$ cat src/rtl/seq_divider_if.sv
// Operand/result bundle for the sequential divider.
// Handshake: start is accepted only while the unit is idle (busy=0, done=0); operands are captured on that edge,
// busy stays high until completion, and done pulses for exactly one cycle with results that then hold until the next done.
interface seq_divider_if #(
  parameter int DVD_W = 16,
  parameter int DVS_W = 8
);
  logic             start;
  logic [DVD_W-1:0] dividend;
  logic [DVS_W-1:0] divisor;
  logic [DVD_W-1:0] quotient;
  logic [DVS_W-1:0] remainder;
  logic             div_zero;
  logic             busy;
  logic             done;

  modport master (
    output start, dividend, divisor,
    input  quotient, remainder, div_zero, busy, done
  );

  modport slave (
    input  start, dividend, divisor,
    output quotient, remainder, div_zero, busy, done
  );
endinterface

$ cat src/rtl/seq_divider.sv
// Sequential restoring divider: one quotient bit per cycle, DVD_W iterations,
// with a short path for a zero divisor.
module seq_divider #(
  parameter int DVD_W = 16,
  parameter int DVS_W = 8
) (
  input  logic          clk,
  input  logic          rst,
  seq_divider_if.slave  bus,
  output logic [1:0]    o_dbg_state
);
  localparam int CNT_W = $clog2(DVD_W + 1);

  typedef enum logic [1:0] {
    S_IDLE = 2'd0,
    S_RUN  = 2'd1,
    S_ZERO = 2'd2,
    S_DONE = 2'd3
  } state_t;

  state_t             r_state;
  state_t             w_next_state;
  logic [CNT_W-1:0]   r_cnt;
  logic [DVD_W-1:0]   r_dvd;   // holds dividend bits, quotient bits shift in at the LSB
  logic [DVS_W-1:0]   r_dvs;
  logic [DVS_W-1:0]   r_rem;
  logic [DVD_W-1:0]   r_quot;
  logic [DVS_W-1:0]   r_remd;
  logic               r_dz;

  logic [DVS_W:0]     w_shift;
  logic               w_ge;
  logic [DVS_W-1:0]   w_diff;
  logic [DVS_W-1:0]   w_rem_next;
  logic [DVD_W-1:0]   w_q_next;
  logic               w_last;

  // The shifted partial remainder is one bit wider than the divisor so its MSB survives the compare.
  assign w_shift    = {r_rem, r_dvd[DVD_W-1]};
  assign w_ge       = (w_shift >= {1'b0, r_dvs});
  assign w_diff     = w_shift[DVS_W-1:0] - r_dvs;
  assign w_rem_next = w_ge ? w_diff : w_shift[DVS_W-1:0];
  assign w_q_next   = {r_dvd[DVD_W-2:0], w_ge};
  assign w_last     = (r_cnt == CNT_W'(DVD_W - 1));

  always_ff @(posedge clk) begin
    if (rst) r_state <= S_IDLE;
    else     r_state <= w_next_state;
  end

  always_comb begin
    w_next_state = r_state;
    case (r_state)
      S_IDLE: if (bus.start) w_next_state = (bus.divisor == '0) ? S_ZERO : S_RUN;
      S_RUN:  if (w_last)    w_next_state = S_DONE;
      S_ZERO: w_next_state = S_DONE;
      S_DONE: w_next_state = S_IDLE;
      default: w_next_state = S_IDLE;
    endcase
  end

  always_comb begin
    bus.busy    = (r_state == S_RUN) || (r_state == S_ZERO);
    bus.done    = (r_state == S_DONE);
    o_dbg_state = r_state;
  end

  always_ff @(posedge clk) begin
    if (rst) begin
      r_cnt  <= '0;
      r_dvd  <= '0;
      r_dvs  <= '0;
      r_rem  <= '0;
      r_quot <= '0;
      r_remd <= '0;
      r_dz   <= 1'b0;
    end else begin
      case (r_state)
        S_IDLE: begin
          if (bus.start) begin
            r_dvd <= bus.dividend;
            r_dvs <= bus.divisor;
            r_rem <= '0;
            r_cnt <= '0;
          end
        end
        S_RUN: begin
          r_rem <= w_rem_next;
          r_dvd <= w_q_next;
          r_cnt <= r_cnt + CNT_W'(1);
          if (w_last) begin
            r_quot <= w_q_next;
            r_remd <= w_rem_next;
            r_dz   <= 1'b0;
          end
        end
        S_ZERO: begin
          r_quot <= '1;
          r_remd <= '0;
          r_dz   <= 1'b1;
        end
        S_DONE: r_cnt <= '0;
        default: ;
      endcase
    end
  end

  assign bus.quotient  = r_quot;
  assign bus.remainder = r_remd;
  assign bus.div_zero  = r_dz;
endmodule

$ cat src/flat_wrapper.sv
// flat-port wrapper written by rule: the top's interface ports become plain ports
module seq_divider_flat 
#(
  parameter int DVD_W = 16,
  parameter int DVS_W = 8
)
  (clk, rst, o_dbg_state, bus_start, bus_dividend, bus_divisor, bus_quotient, bus_remainder, bus_div_zero, bus_busy, bus_done);
  seq_divider_if #(.DVD_W(DVD_W), .DVS_W(DVS_W)) bus_i ();
  input  logic clk;
  input  logic rst;
  output logic [1:0] o_dbg_state;
  input wire logic [$bits(bus_i.start)-1:0] bus_start;
  input wire logic [$bits(bus_i.dividend)-1:0] bus_dividend;
  input wire logic [$bits(bus_i.divisor)-1:0] bus_divisor;
  output wire logic [$bits(bus_i.quotient)-1:0] bus_quotient;
  output wire logic [$bits(bus_i.remainder)-1:0] bus_remainder;
  output wire logic [$bits(bus_i.div_zero)-1:0] bus_div_zero;
  output wire logic [$bits(bus_i.busy)-1:0] bus_busy;
  output wire logic [$bits(bus_i.done)-1:0] bus_done;
  assign bus_i.start = bus_start;
  assign bus_i.dividend = bus_dividend;
  assign bus_i.divisor = bus_divisor;
  assign bus_quotient = bus_i.quotient;
  assign bus_remainder = bus_i.remainder;
  assign bus_div_zero = bus_i.div_zero;
  assign bus_busy = bus_i.busy;
  assign bus_done = bus_i.done;
  seq_divider #(.DVD_W(DVD_W), .DVS_W(DVS_W)) u_core (.clk(clk), .rst(rst), .bus(bus_i), .o_dbg_state(o_dbg_state));
endmodule
$ cat config.mk
export PLATFORM = sky130hd
export DESIGN_NAME = seq_divider_flat
export DESIGN_NICKNAME = d
export VERILOG_FILES = /design/src/rtl/seq_divider_if.sv /design/src/rtl/seq_divider.sv /design/src/flat_wrapper.sv
export SDC_FILE = /design/constraint.sdc
export NUM_CORES = 1
export LEC_CHECK = 0
export ABC_AREA = 1
export CORE_ASPECT_RATIO = 1.2
export CORE_UTILIZATION = 55
export DETAILED_ROUTE_END_ITERATION = 10
export HOLD_SLACK_MARGIN = 0.05
export PLACE_DENSITY = 0.83
export SLEW_MARGIN = 20
export SYNTH_ARGS = -nofsm -noshare
export SYNTH_HDL_FRONTEND = slang
export SYNTH_SLANG_ARGS = --single-unit
$ cat constraint.sdc
create_clock -name clk -period 4.51 [get_ports clk]
set_input_delay 1.1275 -clock clk [delete_from_list [all_inputs] [get_ports clk]]
set_output_delay 1.1275 -clock clk [all_outputs]
set_load 0.01 [all_outputs]
# Yosys cells after proc, flatten, opt, wreduce, memory -nomap -nowiden

Index checks and enable logic that the tools add are counted.

Bitwise gates (word level): 0
Equal/unequal tests: 6
Divide/modulo/power cells: 0
Magnitude comparators: 1
Add/subtract/negate cells: 2
Reductions and logical operators: 11
Multiply operators: 0
Muxes and demuxes: 17
Shift-type cells: 0

Operators by type and width:

| kind                | count |
|---|---|
| $pmux 16 s2         | 2 |
| $mux 16             | 2 |
| $pmux 8 s2          | 2 |
| $mux 8              | 3 |
| $pmux 5 s3          | 1 |
| $reduce_and 2->1    | 5 |
| $ge 9x8->1          | 1 |
| $logic_not 8->1     | 1 |
| $pmux 2 s4          | 1 |
| $sub 8x8->8         | 1 |
| $mux 2              | 3 |
| $add 5x1->5 const B | 1 |
| $eq 5x4->1 const B  | 1 |
| $mux 5              | 1 |
| $eq 2x2->1 const B  | 2 |
| $reduce_bool 2->1   | 2 |
| $reduce_bool 3->1   | 1 |
| $eq 2x1->1 const B  | 1 |
| $logic_not 2->1     | 1 |
| $ne 2x1->1 const B  | 1 |
| $ne 2x2->1 const B  | 1 |
| $pmux 1 s2          | 1 |
| $logic_or 1x1->1    | 1 |
| $mux 1              | 1 |

Bits in latches: 0
Output and inout bits: 29
Memories: 0
Memory bits (read-only): 0
Memory bits (writable): 0
Bits in registers: 64
Word-level logic and storage cells: 45

# Depth between registers and ports, before layout

Gate-level depths: netlist of run 1.

Word-level depth: 4
Mapped depth: 13
Depth with buffers taken out: 13

# Worst setup path before layout of run 1

No wires, ideal clock.

Path kind: flip-flop to output port
Start: register u_core.r_state[0] (netlist: u_core.o_dbg_state[0])
End: output bus_busy
Buffers on the path: 0
Required time: 3383 ps
Setup slack: 2509 ps
Arrival time: 873 ps
Stages on the path, launching flop included: 3
Cells stage by stage: dfxtp_1 -> inv_1 -> ha_1

Cells in the longest elaborated chain, start to end: 2

Ends and longest elaborated chain:

| item                                     | RTL line           | source |
|---|---|---|
| from (decl)                              | seq_divider.sv:21  | `state_t r_state;` |
| from (signal assigned)                   | seq_divider.sv:48  | `else r_state <= w_next_state;` |
| $eq 2x1->1 or $eq 2x2->1 (tied branches) | seq_divider.sv:63  | `bus.busy = (r_state == S_RUN) \|\| (r_state == S_ZERO);` |
| $logic_or 1x1->1 (*)                     | seq_divider.sv:63  |  |
| to (decl)                                | flat_wrapper.sv:18 | `output wire logic [$bits(bus_i.busy)-1:0] bus_busy;` |

Every way passes the cells marked *; elsewhere a longest branch is shown, timed or not.

# Worst setup path after layout of run 1

Start: register u_core.r_state[1] (netlist: u_core.o_dbg_state[1])
End: register u_core.r_dvd[0]

Cells in the longest elaborated chain, start to end: 3

Ends and longest elaborated chain:

| item                                                      | RTL line          | source |
|---|---|---|
| $eq 2x1->1 or $logic_not 2->1 (tied branches)             | seq_divider.sv:78 | `case (r_state)` |
| $reduce_bool 2->1 (no line) or $ne 2x2->1 (tied branches) | n/a               |  |
| $reduce_and 2->1 (no line)                                | n/a               |  |
| to (signal assigned)                                      | seq_divider.sv:81 | `r_dvd <= bus.dividend;` |
| to (signal assigned)                                      | seq_divider.sv:89 | `r_dvd <= w_q_next;` |
| to (decl)                                                 | seq_divider.sv:24 | `logic [DVD_W-1:0] r_dvd;` |

Several ways; a longest one is shown, not always the timed one.
A chain may end at the register's enable or synchronous reset.

==> parameters.txt, run 1 <==
Parameter                              Value

Outcome
  Run status ... finished, violations left
  Failing checks ... design-rule violations

Power
  Logic pwr share ... 0.532
  Net switching fraction of the power ... 0.455
  Switch Pwr ... 0.00142 W
  Power per Cell Area ... 786 mW/mm²
  P_int ... 0.00170 W
  Sequential share of power ... 0.270
  Leakage Power ... ~1.6 nW
  Clock Power Share ... 0.198
  Worst-case vdd ir drop ... 0.469 mV

Detailed routing
  Final routed wire length divided by cell count ... ~14 µm
  DR DRC count ... 1
  Detail Route Antenna Nets ... 0
  Final WL ... roughly 7.6 mm
  Starting DRC count in detailed routing ... a little under 200
  Number of vias per cell after detailed routing ... around 5.5
  Number of search-and-repair iterations in the first detailed-routing pass ... 7
  Via count ... roughly 3000

Placed design
  Routability cong. ... between 0.8 and 0.9
  Number of I/O port buffers ... 55
  Worst-case setup slack after placement ... about 1.1 ns
  Half-perimeter wire length after detailed placement ... approximately 5.3 mm

Setup path
  Worst setup path startpoint ... u_core.o_dbg_state[1]$_SDFFE_PP0P_
  Most frequent CP cell ... sky130_fd_sc_hd__a21oi_1
  Gate family responsible for the most delay along the worst path ... compound AO/OA/AOI/OAI gates
  R2R Setup Slk ... between 1 and 1.5 ns
  Worst R2R Path Depth ... 7
  Destination of the critical timing path ... u_core.r_dvd[0]$_SDFFE_PP0P_
  Cell count along the critical path ... 7
  Kind of end point of the critical path ... flip-flop
  Crit Path Class ... flip-flop to flip-flop
  Data required time of the worst path ... about 4.7 ns
  Count of buffer and inverter cells on the critical path ... 3
  Max stage delay cell, worst path ... sky130_fd_sc_hd__o21ai_2
  Startpoint of the worst-slack reg-to-reg timing path ... u_core.o_dbg_state[1]$_SDFFE_PP0P_
  Cell Chain, Critical Path ... inv_1, ha_1, inv_2, o21ai_2, clkinv_1, a21oi_1, a21oi_1
  CP Data Arrival Time ... 3.56 ns
  CP peak stage delay ... between 0.8 and 0.9 ns
  Crit Reg-Reg Endpoint ... u_core.r_dvd[0]$_SDFFE_PP0P_
  Top fanout value on the critical path ... 32
  Launching element type of the critical path ... flip-flop

STA
  F_max ... 300 MHz
  Fin Setup TNS ... 0 ns
  RSZ-0062 raised after global routing ... no
  Max Slew Vio Count ... 0
  Fin crit share ... 0.739
  Setup-violating endpoint count in the final report ... 0
  Worst setup slack after layout ... between 1 and 1.5 ns
  Final Skew ... about 0.0096 ns
  Max-Slew Margin vs Limit ... 0.312
  Measured slew at the worst slew-check pin ... just over 1 ns
  Hold Vio Cnt, Final ... 0
  Final critical delay including setup and external delays ... between 3 and 4 ns

Yosys
  Most instantiated cells after synthesis ... sky130_fd_sc_hd__nand2_1, sky130_fd_sc_hd__dfxtp_1, sky130_fd_sc_hd__a21oi_1
  Post-synthesis cell area ... approximately 0.0032 mm²
  Synthesized net count ... 483
  Largest area contributor in the synthesized netlist ... sky130_fd_sc_hd__dfxtp_1
  Number of synthesized register bits ... 64
  Top FF cell, synth ... sky130_fd_sc_hd__dfxtp_1
  Number of flops mapped to enable cells by yosys ... 0
  Yosys top cell area share ... 0.404
  Avg Synthesized Cell Area ... just over 7 µm²
  Fraction of the yosys area taken by sequential cells ... 0.404
  Post-synthesis async set-or-reset flop share ... 0
  Distinct cell type count after synthesis ... 31
  Warning count from the yosys run ... 0
  Synth area leaders ... sky130_fd_sc_hd__dfxtp_1, sky130_fd_sc_hd__nand2_1, sky130_fd_sc_hd__a21oi_1, sky130_fd_sc_hd__o21ai_0, sky130_fd_sc_hd__ha_1
  Most frequent cell after synthesis ... sky130_fd_sc_hd__nand2_1
  Synthesized instance count ... around 440

Job
  Max cap viols ... 0

Clock tree
  Number of levels the H-tree was split into ... 3
  Number of buffers inserted by hold repair at cts ... 0
  CTS root buf ... sky130_fd_sc_hd__clkbuf_8
  Number of instances resized during post-cts repair ... 0
  Clock tree from TritonCTS ... built
  Clock transition at the registers of the reported paths ... 0.07 ns
  Post-CTS repair timing setup buffer count ... 0
  Clock sinks ... 64
  CTS Buffer Depth ... 2
  Clock latency of the later-clocked register in the worst-skew pair ... ~0.34 ns
  Number of buffers added by the clock tree synthesis step ... 9

Floorplan
  Initial Util ... 0.587
  Total die area ... 0.00608 mm²
  Chip Width ... slightly above 70 µm
  Row count ... 29
  Die Ht ... approximately 85 µm
  Area of the placeable core ... roughly 0.0054 mm²
  Ports ... 56

Global route
  GRT Total Usage ... 0.269
  Number of global-route vias before repair ... 2935
  Largest net degree at the start of global routing ... 39
  Wire length of the first global-routing pass ... about 13 mm
  Total congestion overflow after global routing ... 0
  Number of antenna violations at the first check in global routing ... 0

Cells and area
  Area delta synth->final ... 25.0%
  Post-layout nets ... 532
  Number of fill cells ... roughly 440
  Share of layout cells above drive strength 1 ... 0.0730
  Antenna cell count ... 0

Hold path
  Min-Delay Path Class ... flip-flop to flip-flop
==> tightest hold or removal path, delay by kind of cell (launching register included) <==
family,cells,cell delay [ns]
buffers and inverters,1,0.06
AO/OA/AOI/OAI,1,0.06
flip-flops,1,0.30
==> per-layer routing <==
layer | share of wire | global-route usage
met1 | 0.41 | 0.302
met2 | 0.52 | 0.484
met3 | 0.034 | 0.0618
met4 | 0.031 | 0.115
met5 | 0 | 0
==> area by class of cell <==
cell class / count / area, µm² / area share
timing repair buffer: 56 / 558 / 0.141
tap: 62 / 77.6 / 0.0196
clock inverter: 6 / 115 / 0.0290
inverter: 47 / 176 / 0.0445
multi-input combinational: 310 / 1620 / 0.409
clock buffer: 10 / 138 / 0.0347
sequential: 64 / 1280 / 0.323
==> state kept, by name (all words and copies together), names as in the netlist <==
name                  cells
u_core.bus.quotient      16
u_core.r_dvd             16
u_core.bus.remainder      8
u_core.r_dvs              8
u_core.r_rem              8
u_core.r_cnt              5
u_core.o_dbg_state        2
u_core.bus.div_zero       1
==> through the flow <==
step | std cells | power [W] | hold slack (ns) | cell area [µm²] | util
2_1_floorplan | 439 | 0.00208 | 0.433 | 3170 | -
3_3_place_gp | 539 | 0.00242 | 0.449 | 3710 | 0.687
3_5_place_dp | 539 | 0.00248 | 0.454 | 3710 | 0.687
4_1_cts | 555 | 0.00311 | 0.465 | 3970 | 0.734
5_1_grt | 555 | 0.00334 | 0.481 | 3970 | 0.734
6_report | 555 | 0.00312 | 0.459 | 3970 | 0.734
==> logic make-up (layout without fill, tap and decap cells) <==
kind of cell,after synthesis,count (layout),share of synthesized area
adders and majority gates,17,17,0.0694
DFF,64,64,0.404
buffers and inverters,65,119,0.0852
xor gates and xnor gates,3,3,0.00828
and+or+nand+nor,179,179,0.248
AOI/OAI and AO/OA,111,111,0.185
==> cell usage in the layout (no fill, tap or decap), types with 2 or more instances in the layout <==
master and instances:
sky130_fd_sc_hd__o21ai_2 2, sky130_fd_sc_hd__nand3_1 32, sky130_fd_sc_hd__nand4_1 2, sky130_fd_sc_hd__xor2_1 2, sky130_fd_sc_hd__inv_1 43, sky130_fd_sc_hd__nor2_1 17
sky130_fd_sc_hd__o21ai_0 42, sky130_fd_sc_hd__inv_2 3, sky130_fd_sc_hd__clkdlybuf4s50_1 55, sky130_fd_sc_hd__nand2_1 108, sky130_fd_sc_hd__ha_1 16, sky130_fd_sc_hd__nand2_2 7
sky130_fd_sc_hd__clkbuf_8 10, sky130_fd_sc_hd__dfxtp_1 64, sky130_fd_sc_hd__a31oi_1 15, sky130_fd_sc_hd__nor3_1 5, sky130_fd_sc_hd__a21oi_1 50, sky130_fd_sc_hd__nor2_2 2
sky130_fd_sc_hd__bufinv_16 3
==> power by group through the flow <==
stage          logic [W]  clock network, W  registers, W
5_1_grt          0.00183          0.000646      0.000863
2_1_floorplan    0.00124                 0      0.000845
3_5_place_dp     0.00163                 0      0.000854
6_report         0.00166          0.000616      0.000843
3_3_place_gp     0.00157                 0      0.000851
4_1_cts          0.00165          0.000620      0.000843
==> worst min-delay path by stage <==
stage	start	end	slack, ns	depth (start not counted)
2_1_floorplan	u_core.r_dvs[2]$_SDFFE_PP0P_	u_core.r_dvs[2]$_SDFFE_PP0P_	0.43	2
3_3_place_gp	u_core.r_dvs[2]$_SDFFE_PP0P_	u_core.r_dvs[2]$_SDFFE_PP0P_	0.45	2
3_5_place_dp	u_core.bus.remainder[7]$_SDFFE_PP0P_	u_core.bus.remainder[7]$_SDFFE_PP0P_	0.45	2
4_1_cts	u_core.r_dvs[4]$_SDFFE_PP0P_	u_core.r_dvs[4]$_SDFFE_PP0P_	0.46	2
5_1_grt	u_core.bus.remainder[7]$_SDFFE_PP0P_	u_core.bus.remainder[7]$_SDFFE_PP0P_	0.48	2
6_report	u_core.r_dvs[4]$_SDFFE_PP0P_	u_core.r_dvs[4]$_SDFFE_PP0P_	0.46	2
Note: power is estimated with default switching activity, not from simulation.
==> inputs of run 2 (changes only) <==
- CORE_UTILIZATION: 55 -> 53
- PLACE_DENSITY: 0.83 -> 0.8
- clock period: 4.51 -> 3.4 ns (I/O delays scaled with it)
==> parameters.txt, run 2 (synthesis gave the netlist of run 1 again) <==
Parameter                              Value

Detailed routing
  Via count ... 3110 (+2.4%)
  Starting DRC count in detailed routing ... 228 (+17%)
  DR DRC count ... 0 (-1)
  Number of vias per cell after detailed routing ... 5.41 (-1.2%)
  Final routed wire length divided by cell count ... 13.2 µm (-3.0%)
  Detail Route Antenna Nets ... 0 (unchanged)
  Final WL ... 7.61 mm (+0.54%)
  Number of search-and-repair iterations in the first detailed-routing pass ... 5 (-2)

STA
  Final Skew ... 0.00959 ns (+0.0000275 ns)
  Max-Slew Margin vs Limit ... 0.542 (+0.231)
  Hold Vio Cnt, Final ... 0 (unchanged)
  Max Slew Vio Count ... 0 (unchanged)
  Measured slew at the worst slew-check pin ... 0.686 ns (-0.347 ns)
  Fin crit share ... 0.758
  Setup-violating endpoint count in the final report ... 0 (unchanged)
  F_max ... slightly below 400 MHz
  RSZ-0062 raised after global routing ... no
  Fin Setup TNS ... 0 ns (unchanged)
  Final critical delay including setup and external delays ... 2.58 ns

Clock tree
  Clock latency of the later-clocked register in the worst-skew pair ... 0.34 ns (about the same)
  Post-CTS repair timing setup buffer count ... 0 (unchanged)
  Number of instances resized during post-cts repair ... 0 (unchanged)
  Number of buffers inserted by hold repair at cts ... 0 (unchanged)
  Number of buffers added by the clock tree synthesis step ... 9 (unchanged)
  Clock transition at the registers of the reported paths ... 0.07 ns (about the same)
  Clock tree from TritonCTS ... built
  CTS root buf ... sky130_fd_sc_hd__clkbuf_8
  Number of levels the H-tree was split into ... 3 (unchanged)
  CTS Buffer Depth ... 2 (unchanged)
  Clock sinks ... 64 (unchanged)

Setup path
  Crit Reg-Reg Endpoint ... u_core.bus.quotient[2]$_SDFFE_PP0P_
  Launching element type of the critical path ... flip-flop
  Cell Chain, Critical Path ... inv_1, ha_1, clkdlybuf4s50_1
  CP Data Arrival Time ... 1.73 ns (-1.83 ns)
  Startpoint of the worst-slack reg-to-reg timing path ... u_core.o_dbg_state[1]$_SDFFE_PP0P_
  Max stage delay cell, worst path ... sky130_fd_sc_hd__clkdlybuf4s50_1
  Kind of end point of the critical path ... output pin
  CP peak stage delay ... 0.54 ns (-0.34 ns)
  Worst R2R Path Depth ... 10 (+3)
  Crit Path Class ... flip-flop to output pin
  R2R Setup Slk ... 1.07 ns (-0.11 ns)
  Top fanout value on the critical path ... 6 (-81%)
  Data required time of the worst path ... 2.55 ns (-2.19 ns)

Global route
  Wire length of the first global-routing pass ... 12.8 mm (+0.43%)
  Largest net degree at the start of global routing ... 38 (-2.6%)
  Number of global-route vias before repair ... 2943 (+0.27%)
  Number of antenna violations at the first check in global routing ... 0 (unchanged)
  GRT Total Usage ... 0.265 (-0.00433)
  Total congestion overflow after global routing ... 0 (unchanged)

Outcome
  Run status ... finished, final reports clean

Cells and area
  Area delta synth->final ... 23.5%
  Post-layout nets ... 534 (+0.38%)
  Most common library cell in the layout ignoring fill and taps ... sky130_fd_sc_hd__nand2_1
  Non-filler instance count after layout ... 575 (+3.6%)
  Antenna cell count ... 0 (unchanged)
  Total area of multi-input combinational cells ... 0.00162 mm² (unchanged)
  Share of layout cells above drive strength 1 ... 0.0707 (-0.00232)
  Leading cell types in the layout, fill and taps excluded ... sky130_fd_sc_hd__nand2_1, sky130_fd_sc_hd__dfxtp_1, sky130_fd_sc_hd__clkdlybuf4s50_1, sky130_fd_sc_hd__a21oi_1, sky130_fd_sc_hd__inv_1
  Area taken by flip-flops and latches ... 0.00128 mm² (unchanged)
  Number of fill cells ... 498 (+13%)

Hold path
  Hold Crit Endpoint ... u_core.r_dvs[4]$_SDFFE_PP0P_
  Hold wc startpoint ... u_core.r_dvs[4]$_SDFFE_PP0P_
  Hold path cells ... 2 (unchanged)
  Min-Delay Path Class ... flip-flop to flip-flop

Power
  Leakage Power ... 1.56 nW (-1.9%)
  Net switching fraction of the power ... 0.477 (+0.0221)
  Sequential share of power ... 0.289 (+0.019)
  Power per Cell Area ... 995 mW/mm² (+27%)
  Worst-case vdd ir drop ... 0.543 mV (+16%)
  P_int ... 0.00204 W (+20%)
  Logic pwr share ... 0.565 (+0.033)
  Switch Pwr ... 0.00186 W (+31%)
  Clock Power Share ... 0.147 (-0.051)

Floorplan
  Die Ht ... 86.8 µm (+1.8%)
  Area of the placeable core ... 0.00571 mm² (+5.5%)
  Chip Width ... 72.6 µm (+1.8%)
  Row count ... 30 (+3.4%)
  Ports ... 56 (unchanged)
  Initial Util ... 0.556 (-0.0308)
  Total die area ... 0.00630 mm² (+3.7%)

Placed design
  Routability cong. ... 0.844 (-2.6%)
  Number of I/O port buffers ... 55 (unchanged)
  Number of instances in the placed design ... 559 (+3.7%)
  Half-perimeter wire length after detailed placement ... 5.36 mm (+1.0%)

Job
  Max cap viols ... 0 (unchanged)
run 2: changes by cell type in the layout (fill, tap and decap cells not counted), sizes merged:
cell	delta
bufinv	-3
buf	+2
clkbuf	+3
clkinv	+1
inv	-1
run 2: metrics by stage:
step / hold slack, ns / setup slack (ns) / power (W) / util / instance area [µm²]
after global placement: 0.453 / 0.978 / 0.00323 / 0.658 / 3750
after CTS: 0.464 / 0.825 / 0.00388 / 0.687 / 3920
after detailed placement: 0.454 / 0.873 / 0.00330 / 0.658 / 3750
after global routing: 0.486 / 0.758 / 0.00422 / 0.687 / 3920
final: 0.459 / 0.822 / 0.00390 / 0.687 / 3920
after floorplan: 0.433 / 1.68 / 0.00276 / - / 3170
run 2: layer usage:
metal | vias up | global-route usage | wire, µm
li1 | 1549 | - | -
met1 | 1465 | 0.303 | 3240
met2 | 78 | 0.472 | 3890
met3 | 18 | 0.0395 | 273
met4 | 0 | 0.139 | 204
met5 | - | 0 | 0
run 2: critical path: cells and delay by family, from the launching register on:
| family | cells | cell delay (ns) |
|---|---|---|
| DFF | 1 | 0.42 |
| adders and majority gates | 1 | 0.31 |
| buffers and inverters | 2 | 0.65 |
run 2: worst max path at each step:
stage | end | from
finish | bus_busy | u_core.o_dbg_state[1]$_SDFFE_PP0P_
global placement | u_core.r_dvd[0]$_SDFFE_PP0P_ | bus_start
CTS | bus_busy | u_core.o_dbg_state[1]$_SDFFE_PP0P_
floorplan | bus_busy | u_core.o_dbg_state[0]$_SDFFE_PP0P_
detailed placement | u_core.r_dvd[15]$_SDFFE_PP0P_ | bus_start
global route | bus_busy | u_core.o_dbg_state[1]$_SDFFE_PP0P_
run 2: power by group through the flow:
stage | registers (W) | logic, W | clock network, W
6_report | 0.00113 | 0.00220 | 0.000572
5_1_grt | 0.00115 | 0.00247 | 0.000601
4_1_cts | 0.00112 | 0.00218 | 0.000570
3_5_place_dp | 0.00114 | 0.00216 | 0
3_3_place_gp | 0.00113 | 0.00210 | 0
2_1_floorplan | 0.00112 | 0.00164 | 0
run 2: cell type report:
| type | count | share of cell area |
|---|---|---|
| multi-input cells | 310 | 0.414 |
| well taps | 80 | 0.0255 |
| inverters | 47 | 0.0450 |
| flip-flops and latches | 64 | 0.327 |
| clock buffers | 13 | 0.0380 |
| clock inverters | 3 | 0.00447 |
| repair buffers | 58 | 0.146 |
==> inputs of run 3 (changes only) <==
- clock period: 3.4 -> 2.54 ns (I/O delays scaled with it)
==> parameters.txt, run 3 (synthesis gave the netlist of run 1 again) <==
Parameter                              Value

Outcome
  Run status ... finished, final reports clean

Floorplan
  Die Ht ... 86.8 µm (unchanged)
  Total die area ... 0.00630 mm² (unchanged)
  Chip Width ... 72.6 µm (unchanged)
  Initial Util ... 0.556 (unchanged)
  Row count ... 30 (unchanged)
  Ports ... 56 (unchanged)
  Area of the placeable core ... 0.00571 mm² (unchanged)

STA
  Hold Vio Cnt, Final ... 0 (unchanged)
  Fin crit share ... 0.921
  Fin Setup TNS ... 0 ns (unchanged)
  Max Slew Vio Count ... 0 (unchanged)
  Final critical delay including setup and external delays ... roughly 2.3 ns
  Worst slack on hold paths ... 0.462 ns (+0.00362 ns)
  F_max ... ~430 MHz
  RSZ-0062 raised after global routing ... no
  Final Skew ... 0.00644 ns (-0.00315 ns)
  Max-Slew Margin vs Limit ... 0.594 (+0.0515)
  Measured slew at the worst slew-check pin ... 0.609 ns (-0.0764 ns)
  Setup-violating endpoint count in the final report ... 0 (unchanged)

Setup path
  Max stage delay cell, worst path ... sky130_fd_sc_hd__clkdlybuf4s50_1
  Data required time of the worst path ... 1.90 ns (-0.65 ns)
  Kind of end point of the critical path ... output pin
  Launching element type of the critical path ... flip-flop
  Crit Path Class ... flip-flop to output pin
  Top fanout value on the critical path ... 6 (unchanged)
  CP peak stage delay ... 0.54 ns (about the same)
  Cell Chain, Critical Path ... inv_1, ha_1, clkdlybuf4s50_1
  CP Data Arrival Time ... 1.70 ns (-0.03 ns)

Cells and area
  Most common library cell in the layout ignoring fill and taps ... sky130_fd_sc_hd__nand2_1
  Leading cell types in the layout, fill and taps excluded ... sky130_fd_sc_hd__nand2_1, sky130_fd_sc_hd__dfxtp_1, sky130_fd_sc_hd__clkdlybuf4s50_1, sky130_fd_sc_hd__a21oi_1, sky130_fd_sc_hd__inv_1
  Antenna cell count ... 0 (unchanged)
  Share of layout cells above drive strength 1 ... 0.0803 (+0.00961)
  Area delta synth->final ... 25.9%
  Post-layout nets ... 537 (+0.56%)
  Final standard cell area without fillers ... 0.00400 mm² (+1.9%)

Detailed routing
  Number of vias per cell after detailed routing ... 5.32 (-1.6%)
  Starting DRC count in detailed routing ... 159 (-30%)
  Number of search-and-repair iterations in the first detailed-routing pass ... 6 (+1)
  DR DRC count ... 0 (unchanged)
  Via count ... 3075 (-1.1%)
  Final WL ... 7.52 mm (-1.1%)
  Final routed wire length divided by cell count ... 13.0 µm (-1.6%)
  Detail Route Antenna Nets ... 0 (unchanged)

Clock tree
  CTS root buf ... sky130_fd_sc_hd__clkbuf_8
  Post-CTS repair timing setup buffer count ... 0 (unchanged)
  CTS Buffer Depth ... 2 (unchanged)
  Number of buffers added by the clock tree synthesis step ... 9 (unchanged)
  Clock transition at the registers of the reported paths ... 0.07 ns (about the same)
  Clock latency of the later-clocked register in the worst-skew pair ... 0.33 ns (about the same)
  Number of levels the H-tree was split into ... 3 (unchanged)
  Number of instances resized during post-cts repair ... 0 (unchanged)
  Clock tree from TritonCTS ... built
  Number of buffers inserted by hold repair at cts ... 0 (unchanged)
  Clock sinks ... 64 (unchanged)

Hold path
  Min-Delay Path Class ... flip-flop to flip-flop

Global route
  GRT Total Usage ... 0.260 (-0.00447)
  Wire length of the first global-routing pass ... 12.9 mm (+0.16%)
  Largest net degree at the start of global routing ... 38 (unchanged)
  Number of antenna violations at the first check in global routing ... 0 (unchanged)
  Total congestion overflow after global routing ... 0 (unchanged)
  Number of global-route vias before repair ... 3103 (+5.4%)

Power
  Power per Cell Area ... 1360 mW/mm² (+36%)
  Switch Pwr ... 0.00247 W (+33%)
  Net switching fraction of the power ... 0.456 (-0.0212)
  Logic pwr share ... 0.543 (-0.022)
  Worst-case vdd ir drop ... 0.681 mV (+25%)
  Leakage Power ... 1.61 nW (+2.8%)
  P_int ... 0.00295 W (+45%)
  Clock Power Share ... 0.179 (+0.032)
  Sequential share of power ... 0.278 (-0.011)

Placed design
  Routability cong. ... 0.876 (+3.8%)
  Half-perimeter wire length after detailed placement ... 5.39 mm (+0.60%)
  Post-place instance area ... 0.00377 mm² (+0.60%)
  Number of I/O port buffers ... 55 (unchanged)

Job
  Max cap viols ... 0 (unchanged)
run 3: cell count changes in the layout (fill, tap and decap cells not counted), sizes merged:
cell,before,now
clkbuf,13,11
buf,3,6
clkinvlp,1,0
inv,46,47
bufinv,0,2
run 3: critical path: cells and delay by family, from the launching register on:
kind                     cells  cell delay [ns]
adder cells (fa/ha/maj)      1             0.30
flip-flops                   1             0.42
buffers and inverters        2             0.65
run 3: final timing paths:
check / startpoint / to / slack (ns) / cells past startpoint
worst min-delay path: u_core.bus.remainder[6]$_SDFFE_PP0P_ / u_core.bus.remainder[6]$_SDFFE_PP0P_ / 0.46 / 2
worst max-delay path: u_core.o_dbg_state[1]$_SDFFE_PP0P_ / bus_busy / 0.20 / 3
worst max register to register: u_core.r_cnt[0]$_SDFFE_PP0P_ / u_core.bus.quotient[0]$_SDFFE_PP0P_ / 0.54 / 9
worst min register to register: u_core.bus.remainder[6]$_SDFFE_PP0P_ / u_core.bus.remainder[6]$_SDFFE_PP0P_ / 0.46 / 2
run 3: stage by stage:
step | instances | worst slack [ns] | total power [W] | util
after floorplan | 439 | 0.825 | 0.00370 | -
after global placement | 562 | 0.561 | 0.00435 | 0.662
after detailed placement | 562 | 0.482 | 0.00444 | 0.662
after CTS | 578 | 0.184 | 0.00542 | 0.700
after global routing | 578 | 0.121 | 0.00591 | 0.700
final | 578 | 0.201 | 0.00542 | 0.700
run 3: power groups by stage:
stage	Clock, W	Sequential, W	Combinational [W]
CTS	0.000979	0.00150	0.00294
floorplan	0	0.00150	0.00220
global placement	0	0.00151	0.00284
finish	0.000972	0.00151	0.00294
global route	0.00102	0.00154	0.00335
detailed placement	0	0.00152	0.00293
run 3: layout make-up:
class / count / area, µm²
inverters: 47 / 176
repair buffers: 61 / 596
clock inverters: 5 / 78.8
well taps: 80 / 100
multi-input cells: 310 / 1620
clock buffers: 11 / 141
flip-flops and latches: 64 / 1280
fillers: 510 / 1710
run 3: layer usage:
metal / global-route usage / share of wire / wire length [µm]
met5: 0 / 0 / 0
met2: 0.487 / 0.53 / 3960
met1: 0.284 / 0.42 / 3150
met3: 0.0407 / 0.032 / 238
met4: 0.119 / 0.024 / 179
